`src/rtl/hazard_pkg.sv`:
```
// Shared types and helpers for the hazard/forwarding controller and its in-flight scoreboard.
package hazard_pkg;

  localparam int SB_ADDR_W = 8;   // widest register index the scoreboard can hold
  localparam int MAX_DEPTH = 16;
  localparam int IDX_W     = 4;

  localparam logic [SB_ADDR_W-1:0] REG_ZERO = 8'd0;

  typedef struct packed {
    logic                 valid;
    logic [SB_ADDR_W-1:0] dest;
    logic                 wb_en;
    logic                 is_load;
  } sb_entry_t;

  localparam sb_entry_t SB_BUBBLE = '{valid: 1'b0, dest: 8'd0, wb_en: 1'b0, is_load: 1'b0};

  typedef struct packed {
    logic             found;
    logic [IDX_W-1:0] idx;
  } match_t;

  // Lowest set bit wins: entry 0 is the youngest producer.
  function automatic match_t youngest_match(input logic [MAX_DEPTH-1:0] hits);
    match_t res;
    res.found = 1'b0;
    res.idx   = 4'd0;
    for (int k = MAX_DEPTH - 1; k >= 0; k--) begin
      if (hits[k]) begin
        res.found = 1'b1;
        res.idx   = k[IDX_W-1:0];
      end
    end
    return res;
  endfunction

endpackage

```
`src/rtl/hazard_scoreboard.sv`:
```
// Shift register of in-flight destinations; entry 0 is EX, the last entry is the stage before
// regfile write. Stages past ID never stall, so it advances every cycle.
module hazard_scoreboard
  import hazard_pkg::*;
#(
  parameter int DEPTH = 3
) (
  input  logic                  clk,
  input  logic                  rst,
  input  logic                  push,
  input  sb_entry_t             push_entry,
  output sb_entry_t [DEPTH-1:0] entries
);

  sb_entry_t [DEPTH-1:0] entries_r;

  // Advance the pipeline image; a bubble enters whenever ID does not issue.
  always_ff @(posedge clk or negedge rst) begin
    if (!rst) begin
      entries_r <= {DEPTH{SB_BUBBLE}};
    end else begin
      entries_r[0] <= push ? push_entry : SB_BUBBLE;
      for (int k = 1; k < DEPTH; k++) begin
        entries_r[k] <= entries_r[k-1];
      end
    end
  end

  assign entries = entries_r;

endmodule

```
`src/rtl/hazard_forward_unit.sv`:
```
// Hazard detection and operand forwarding for ID, driven by an internal in-flight scoreboard.
// Define HAZARD_FORWARDING_EN to enable forwarding; otherwise every dependency stalls until retire.
module hazard_forward_unit
  import hazard_pkg::*;
#(
  parameter int REG_ADDR_W = 5,
  parameter int DATA_W     = 32,
  parameter int FWD_DEPTH  = 3,
  parameter int LOAD_STAGE = 2,
  parameter int CNT_W      = 16
) (
  input  logic                          clk,
  input  logic                          rst,
  input  logic                          id_valid,
  input  logic [REG_ADDR_W-1:0]         id_src1,
  input  logic [REG_ADDR_W-1:0]         id_src2,
  input  logic                          id_use_src2,
  input  logic [REG_ADDR_W-1:0]         id_dest,
  input  logic                          id_wb_en,
  input  logic                          id_mem_r_en,
  input  logic                          flush,
  input  logic [DATA_W-1:0]             ex_result,
  input  logic [(FWD_DEPTH-1)*DATA_W-1:0] stage_data,
  output logic                          id_stall,
  output logic                          fwd1_en,
  output logic [DATA_W-1:0]             fwd1_data,
  output logic                          fwd2_en,
  output logic [DATA_W-1:0]             fwd2_data,
  output logic [CNT_W-1:0]              stall_cnt,
  output logic [CNT_W-1:0]              fwd_cnt
);

  localparam logic [CNT_W-1:0] CNT_MAX = {CNT_W{1'b1}};
  localparam logic [CNT_W-1:0] CNT_ONE = CNT_W'(1'b1);

  sb_entry_t [FWD_DEPTH-1:0] entries_s;
  sb_entry_t                 push_entry_s;
  logic                      push_s;

  logic [SB_ADDR_W-1:0] src1_s;
  logic [SB_ADDR_W-1:0] src2_s;
  logic [MAX_DEPTH-1:0] hits1_s;
  logic [MAX_DEPTH-1:0] hits2_s;
  logic [FWD_DEPTH-1:0] ready_s;
  logic [DATA_W-1:0]    data_s [FWD_DEPTH];

  match_t            y1_s;
  match_t            y2_s;
  logic              rdy1_s;
  logic              rdy2_s;
  logic [DATA_W-1:0] val1_s;
  logic [DATA_W-1:0] val2_s;
  logic              hazard_s;
  logic              fwd1_en_s;
  logic              fwd2_en_s;

  logic [CNT_W-1:0] stall_cnt_r;
  logic [CNT_W-1:0] fwd_cnt_r;

  assign push_s       = id_valid & ~id_stall & ~flush;
  assign push_entry_s = '{valid: 1'b1, dest: SB_ADDR_W'(id_dest), wb_en: id_wb_en, is_load: id_mem_r_en};

  hazard_scoreboard #(
    .DEPTH (FWD_DEPTH)
  ) u_scoreboard (
    .clk        (clk),
    .rst        (rst),
    .push       (push_s),
    .push_entry (push_entry_s),
    .entries    (entries_s)
  );

  // Per-entry source matches and data readiness; r0 never creates a dependency.
  always_comb begin
    src1_s  = SB_ADDR_W'(id_src1);
    src2_s  = SB_ADDR_W'(id_src2);
    hits1_s = {MAX_DEPTH{1'b0}};
    hits2_s = {MAX_DEPTH{1'b0}};
    ready_s = {FWD_DEPTH{1'b0}};
    for (int k = 0; k < FWD_DEPTH; k++) begin
      hits1_s[k] = entries_s[k].valid & entries_s[k].wb_en &
                   (entries_s[k].dest == src1_s) & (src1_s != REG_ZERO);
      hits2_s[k] = id_use_src2 & entries_s[k].valid & entries_s[k].wb_en &
                   (entries_s[k].dest == src2_s) & (src2_s != REG_ZERO);
      ready_s[k] = ~entries_s[k].is_load | (k >= LOAD_STAGE);
    end
  end

  // Result visible for each tracked entry: EX is combinational, later stages come from pipeline regs.
  always_comb begin
    data_s[0] = ex_result;
    for (int k = 1; k < FWD_DEPTH; k++) begin
      data_s[k] = stage_data[(k-1)*DATA_W +: DATA_W];
    end
  end

  // Youngest-producer selection for each operand.
  always_comb begin
    y1_s   = youngest_match(hits1_s);
    y2_s   = youngest_match(hits2_s);
    rdy1_s = 1'b0;
    rdy2_s = 1'b0;
    val1_s = {DATA_W{1'b0}};
    val2_s = {DATA_W{1'b0}};
    for (int k = 0; k < FWD_DEPTH; k++) begin
      rdy1_s = (y1_s.idx == IDX_W'(k)) ? ready_s[k] : rdy1_s;
      val1_s = (y1_s.idx == IDX_W'(k)) ? data_s[k]  : val1_s;
      rdy2_s = (y2_s.idx == IDX_W'(k)) ? ready_s[k] : rdy2_s;
      val2_s = (y2_s.idx == IDX_W'(k)) ? data_s[k]  : val2_s;
    end
  end

`ifdef HAZARD_FORWARDING_EN
  // Stall only while the youngest producer's value is not yet on a forwarding path.
  always_comb begin
    hazard_s  = (y1_s.found & ~rdy1_s) | (y2_s.found & ~rdy2_s);
    fwd1_en_s = id_valid & y1_s.found & rdy1_s;
    fwd2_en_s = id_valid & y2_s.found & rdy2_s;
  end
`else
  logic unused_ready_s;
  assign unused_ready_s = rdy1_s ^ rdy2_s;

  // Without forwarding, any in-flight producer blocks the consumer until it retires.
  always_comb begin
    hazard_s  = y1_s.found | y2_s.found;
    fwd1_en_s = 1'b0;
    fwd2_en_s = 1'b0;
  end
`endif

  assign id_stall  = id_valid & ~flush & hazard_s;
  assign fwd1_en   = fwd1_en_s;
  assign fwd2_en   = fwd2_en_s;
  assign fwd1_data = fwd1_en_s ? val1_s : {DATA_W{1'b0}};
  assign fwd2_data = fwd2_en_s ? val2_s : {DATA_W{1'b0}};

  // Saturating performance counters.
  always_ff @(posedge clk or negedge rst) begin
    if (!rst) begin
      stall_cnt_r <= {CNT_W{1'b0}};
      fwd_cnt_r   <= {CNT_W{1'b0}};
    end else begin
      if (id_stall && (stall_cnt_r != CNT_MAX)) begin
        stall_cnt_r <= stall_cnt_r + CNT_ONE;
      end
      if ((fwd1_en_s || fwd2_en_s) && (fwd_cnt_r != CNT_MAX)) begin
        fwd_cnt_r <= fwd_cnt_r + CNT_ONE;
      end
    end
  end

  assign stall_cnt = stall_cnt_r;
  assign fwd_cnt   = fwd_cnt_r;

endmodule

```
`config.mk`:
```
export PLATFORM = sky130hd
export DESIGN_NAME = hazard_forward_unit
export DESIGN_NICKNAME = d
export VERILOG_FILES = /design/src/rtl/hazard_pkg.sv /design/src/rtl/hazard_scoreboard.sv /design/src/rtl/hazard_forward_unit.sv
export SDC_FILE = /design/constraint.sdc
export NUM_CORES = 1
export LEC_CHECK = 0
export CORE_MARGIN = 1.5
export CORE_UTILIZATION = 32
export DETAILED_ROUTE_END_ITERATION = 8
export PLACE_DENSITY_LB_ADDON = 0.1
export REMOVE_ABC_BUFFERS = 1
export SLEW_MARGIN = 25
export SYNTH_ARGS = -nofsm -noshare
export SYNTH_HDL_FRONTEND = slang
export SYNTH_SLANG_ARGS = --single-unit
```
`constraint.sdc`:
```
create_clock -name clk -period 2.8 [get_ports clk]
set_input_delay 0.56 -clock clk [delete_from_list [all_inputs] [get_ports clk]]
set_output_delay 0.56 -clock clk [all_outputs]
set_load 0.005 [all_outputs]
```
# Word-level counts from Yosys, hierarchy flattened
# Index checks and enable logic that the tools add are counted.
[word_totals]
out_inout_bits = 99
word_cells = 56
inputBits = 118
reg_bits = 46
[classes]
n_mux = 7
bitwise = 28
reduce_logical = 3
add_sub_neg = 1
eq_ne = 7
[ops]
columns = ["operator", "count"]
rows = [
  ["8-bit by 5-bit equality test with 1-bit output", 6],
  ["5-bit two-way mux", 6],
  ["1-bit AND", 25],
  ["16-bit by 1-bit adder with 16-bit output (second input constant)", 1],
  ["16-bit != test (second input constant)", 1],
  ["11-bit two-way mux", 1],
  ["5-bit nonzero test", 2],
  ["1-bit inverter", 2],
  ["1-bit logical AND", 1],
  ["1-bit OR", 1],
]

# Logic depth before layout (Yosys ltp)
[logic_depth]
ltp_word = 13
depth_mapped = 7
ltp_nobuf = 7

# Cells and area by module
# From an unflattened synthesis, not the netlist that was laid out.
[hier_totals]
cells_unflattened = 252
area_unflattened_um2 = 2793.9
[by_module_without_submodules]
columns = ["module", "area_per_inst_um2", "cells_per_inst", "instances", "seq_area_each_um2"]
rows = [
  ["hazard_forward_unit", 1888.1, 207, 1, 400.4],
  ["hazard_scoreboard", 905.9, 45, 1, 825.8],
]

# Worst setup path after synthesis
# No wires, ideal clock.
[synth_path]
path_type = "in2out"
start = "input port id_src1[3]"
end = "output port id_stall"
path_slack_ps = 462
n_path_buf = 1
cell_stages = 6
t_required_ps = 2240
arrival_time_ps = 1778
cell_sequence = "xor2_1 nor4_2 nand4_1 a31oi_4 buf_8 o21a_1"
[synth_via]
elab_chain_cells = 8
elab_cells_between_ends = 15
classes_between = "3 x eq/ne; 3 x mux; 8 x bitwise; 1 x reduce/logical"
[synth_rtl]
columns = ["element", "line", "rtl"]
rows = [
  ["from (decl)", "hazard_forward_unit.sv:15", "input logic [REG_ADDR_W-1:0] id_src1,"],
  ["8-bit by 5-bit equality test with 1-bit output", "hazard_forward_unit.sv:82", "(entries_s[k].dest == src1_s) & (src1_s != REG_ZERO);"],
  ["1-bit AND", "hazard_forward_unit.sv:81", "hits1_s[k] = entries_s[k].valid & entries_s[k].wb_en &"],
  ["1-bit AND", "hazard_forward_unit.sv:82", ""],
  ["5-bit two-way mux (2 in a row)", "hazard_pkg.sv:30", "if (hits[k]) begin"],
  ["5-bit two-way mux (*)", "hazard_pkg.sv:30", ""],
  ["1-bit OR (*)", "hazard_forward_unit.sv:126", "hazard_s = y1_s.found | y2_s.found;"],
  ["1-bit AND (*)", "hazard_forward_unit.sv:132", "assign id_stall = id_valid & ~flush & hazard_s;"],
  ["to (decl)", "hazard_forward_unit.sv:24", "output logic id_stall,"],
]
# Every way passes the cells marked *; elsewhere a longest branch is shown, timed or not.

# Worst setup path in the final report
[layout_path]
start = "input port id_src1[2]"
end = "output port id_stall"
# Same word-level chain as after synthesis.

==> impl_metrics.ini <==
[yosys]
syn_area_per_cell_um2 = 10.6
synthesis.area_um2 = 2510
synthDistinctLibCells = 31
ys_seq_area_share_pct = 36.9
ys_seq_elements = 37
synth-warning-count = 0
synthCells = 237

[setup_path]
worstSetupPathType = in2out
crit_path_max_incr_delay_ps = 280
crit_chain = dlygate4sd2_1 > buf_4 > xor2_1 > nor4_2 > nand4_1 > a31oi_4 > o21a_1 > buf_2
r2r_start = u_scoreboard.entries[24]
crit_family = buffers and inverters
crit_slowest_cell = nor4_2
crit_fanout = 3
end_kind = output port
cp_num_buf_inv = 3
r2r-end = stall_cnt[1]
critPathArrivalTime_ps = 2040
start_kind = input port
worstPathRequired_ps = 2240
ff2ff_path_depth = 7
rrSetupSlack_ps = 670

[drt]
routedWlPerCell_um = 11.5
vias_per_cell = 3.88
dr.pass1.iters = 4
ant_nets = 0
vias = 1525
drc = 0
drtIter0Drc = 65
routed_wirelength_um = 4520

[power_and_ir_drop]
p_leak_nw = 1.44
p_sw_w = 0.000287
finalPower_w = 0.00125
p_int_w = 0.000958
power_density_nw_per_um2 = 429
p_clk_share_pct = 44.0
max-vdd-ir-drop_mv = 0.205
switching_share_pct = 23.1
p_comb_share_pct = 11.0
pwr-share-seq_pct = 45.0

[clocking]
cts_tree = built
cts_made_buffers = 5
postCtsSetupBuffers = 0
ctsHtreeMaxLevel = 2
ctsHoldBuffers = 0
clk_path_buf_depth = 2
numClockSinks = 37
clock_latency_ps = 290
clk_pin_slew_ps = 80
cts-root-buf = clkbuf_8

[min_path]
min_from = u_scoreboard.entries[10]
hold_path_class = reg2reg
worstHoldPathCells = 0
hold_path_end = u_scoreboard.entries[21]

[final_layout]
stdcell_count = 393
final_common_cell = conb_1
final_cell_mix = conb_1 (82), dfrtp_1 (37), clkdlybuf4s50_1 (26)
n_antenna_cell = 0
area_growth_pct = 15.9
drive_gt1_share_pct = 15.8
nNetsFinal = 409
n_fill_cell = 787

[die]
num_io_pins = 217
rows = 32
die_area_um2 = 8370
fp.dieW_um = 91.5
core_um2 = 7650
initial_core_util_pct = 32.8
die_h_um = 91.5

[sta]
setup_viol = 0
fin_skew_ps = 9.49
rsz0062_at_grt = false
finalCritPeriodShare_pct = 92.8
max_freq_mhz = 385
hold_slack_ps = 406
worst_pin_slew_ps = 519
max_slew_margin_pct = 64.5
drv_slew = 0
hold_violations = 0
post-route-min-period_ps = 2600

[place]
placedCellCount = 385
place_congestion = 0.742
hpwlAfterDp_um = 3430
port_buffers = 37

[run_status]
outcome = finished, final reports clean

[grt]
grt_pass1_wl_um = 7760
antenna_found_initial = 0
first_global_vias = 1544
grt_overflow = 0
grt_max_degree = 38
grt_use_total_pct = 11.8

[run]
cap_violations = 0
## metal layers
metal  GRT usage [%]  routed length [µm]  vias up  share of wire [%]
met5               0                   0        -                  0
met4            3.91                  63        0                1.4
met3            3.77                 288        5                6.4
met2            18.4                2130       59                 47
met1            15.4                2040      719                 45
li1                -                   -      742                  -
## worst register-to-register path: stages (launching register included)
cell and delay, ps:
dfrtp_1 410, xor2_1 160, nor4_2 300, nand4_1 210, a31oi_4 240, buf_4 280
o21ai_2 120, mux2_4 300
## worst max-delay path by stage
stage                            start            end  cells after the start
final                       id_src1[2]       id_stall                      8
after CTS                   id_src2[0]       id_stall                      6
after global placement      id_src1[3]       id_stall                      7
after floorplan           stall_cnt[0]  stall_cnt[11]                      7
after detailed placement    id_src1[4]       id_stall                      7
after global routing        id_src1[2]       id_stall                      8
## stage by stage
step,cell area (µm²),TNS (ps),setup slack [ps],utilization [%]
floorplan,2160,0,163,-
global route,2900,0,89.1,38.0
global placement,2770,-1120,-507,36.2
CTS,2910,0,5.99,38.0
finish,2900,0,201,38.0
detailed placement,2770,-686,-469,36.2
## power by group through the flow
stage / clock network (W) / registers (W) / logic [W]
finish: 0.000548 / 0.000561 / 0.000137
global route: 0.000594 / 0.000563 / 0.000157
CTS: 0.000571 / 0.000561 / 0.000136
detailed placement: 0 / 0.000572 / 0.000137
global placement: 0 / 0.000572 / 0.000137
floorplan: 0 / 0.000568 / 0.0000654
## synthesized netlist by cell type (all sizes together)
cell     count  share of area, %
o21a         1              0.30
buf         85                26
a211oi       1              0.30
o211ai       7               3.5
a31oi        2               1.7
and2        11               2.7
ha           1              0.50
dfrtp       37                37
or4          2              0.60
and4         1              0.35
o21ai        4              0.95
nand2        4              0.60
xnor2       21               7.3
a311oi       1              0.35
xor2        24               8.4
nand4        6               1.5
conb         1              0.15
o2111ai      5               1.7
mux2         1              0.60
nand3        2              0.40
inv          2              0.30
and3         5               1.2
nor2         5              0.75
a2111oi      1              0.35
nor4         7               2.6
## timing repair
| action | in CTS | in global routing |
|---|---|---|
| endpoints found under the hold margin | 0 | 0 |
| resized for setup | 14 | 16 |
| endpoints found under the setup margin | 1 | 1 |
| pin swaps | 9 | 14 |
## logic make-up after synthesis
group | after synthesis | share of synthesized area (%)
buffers and inverters | 87 | 26.1
adders and majority gates | 1 | 0.499
AOI/OAI and AO/OA | 22 | 9.19
DFF | 37 | 36.9
xor gates and xnor gates | 45 | 15.7
muxes | 1 | 0.599
and+or+nand+nor | 43 | 10.8
other | 1 | 0.150
## final cells by class
class	count	area [µm²]	share of cell area, %
flip-flops and latches	37	926	31.9
clock inverters	3	65.1	2.24
repair buffers	50	439	15.1
clock buffers	5	68.8	2.37
multi-input cells	194	1270	43.7
well taps	102	128	4.39
inverters	2	7.51	0.259
## sequential cells by signal, indices dropped and copies added (netlist names)
| name | cells |
|---|---|
| stall_cnt | 16 |
| u_scoreboard.entries | 21 |
(Power assumes the default switching activity.)
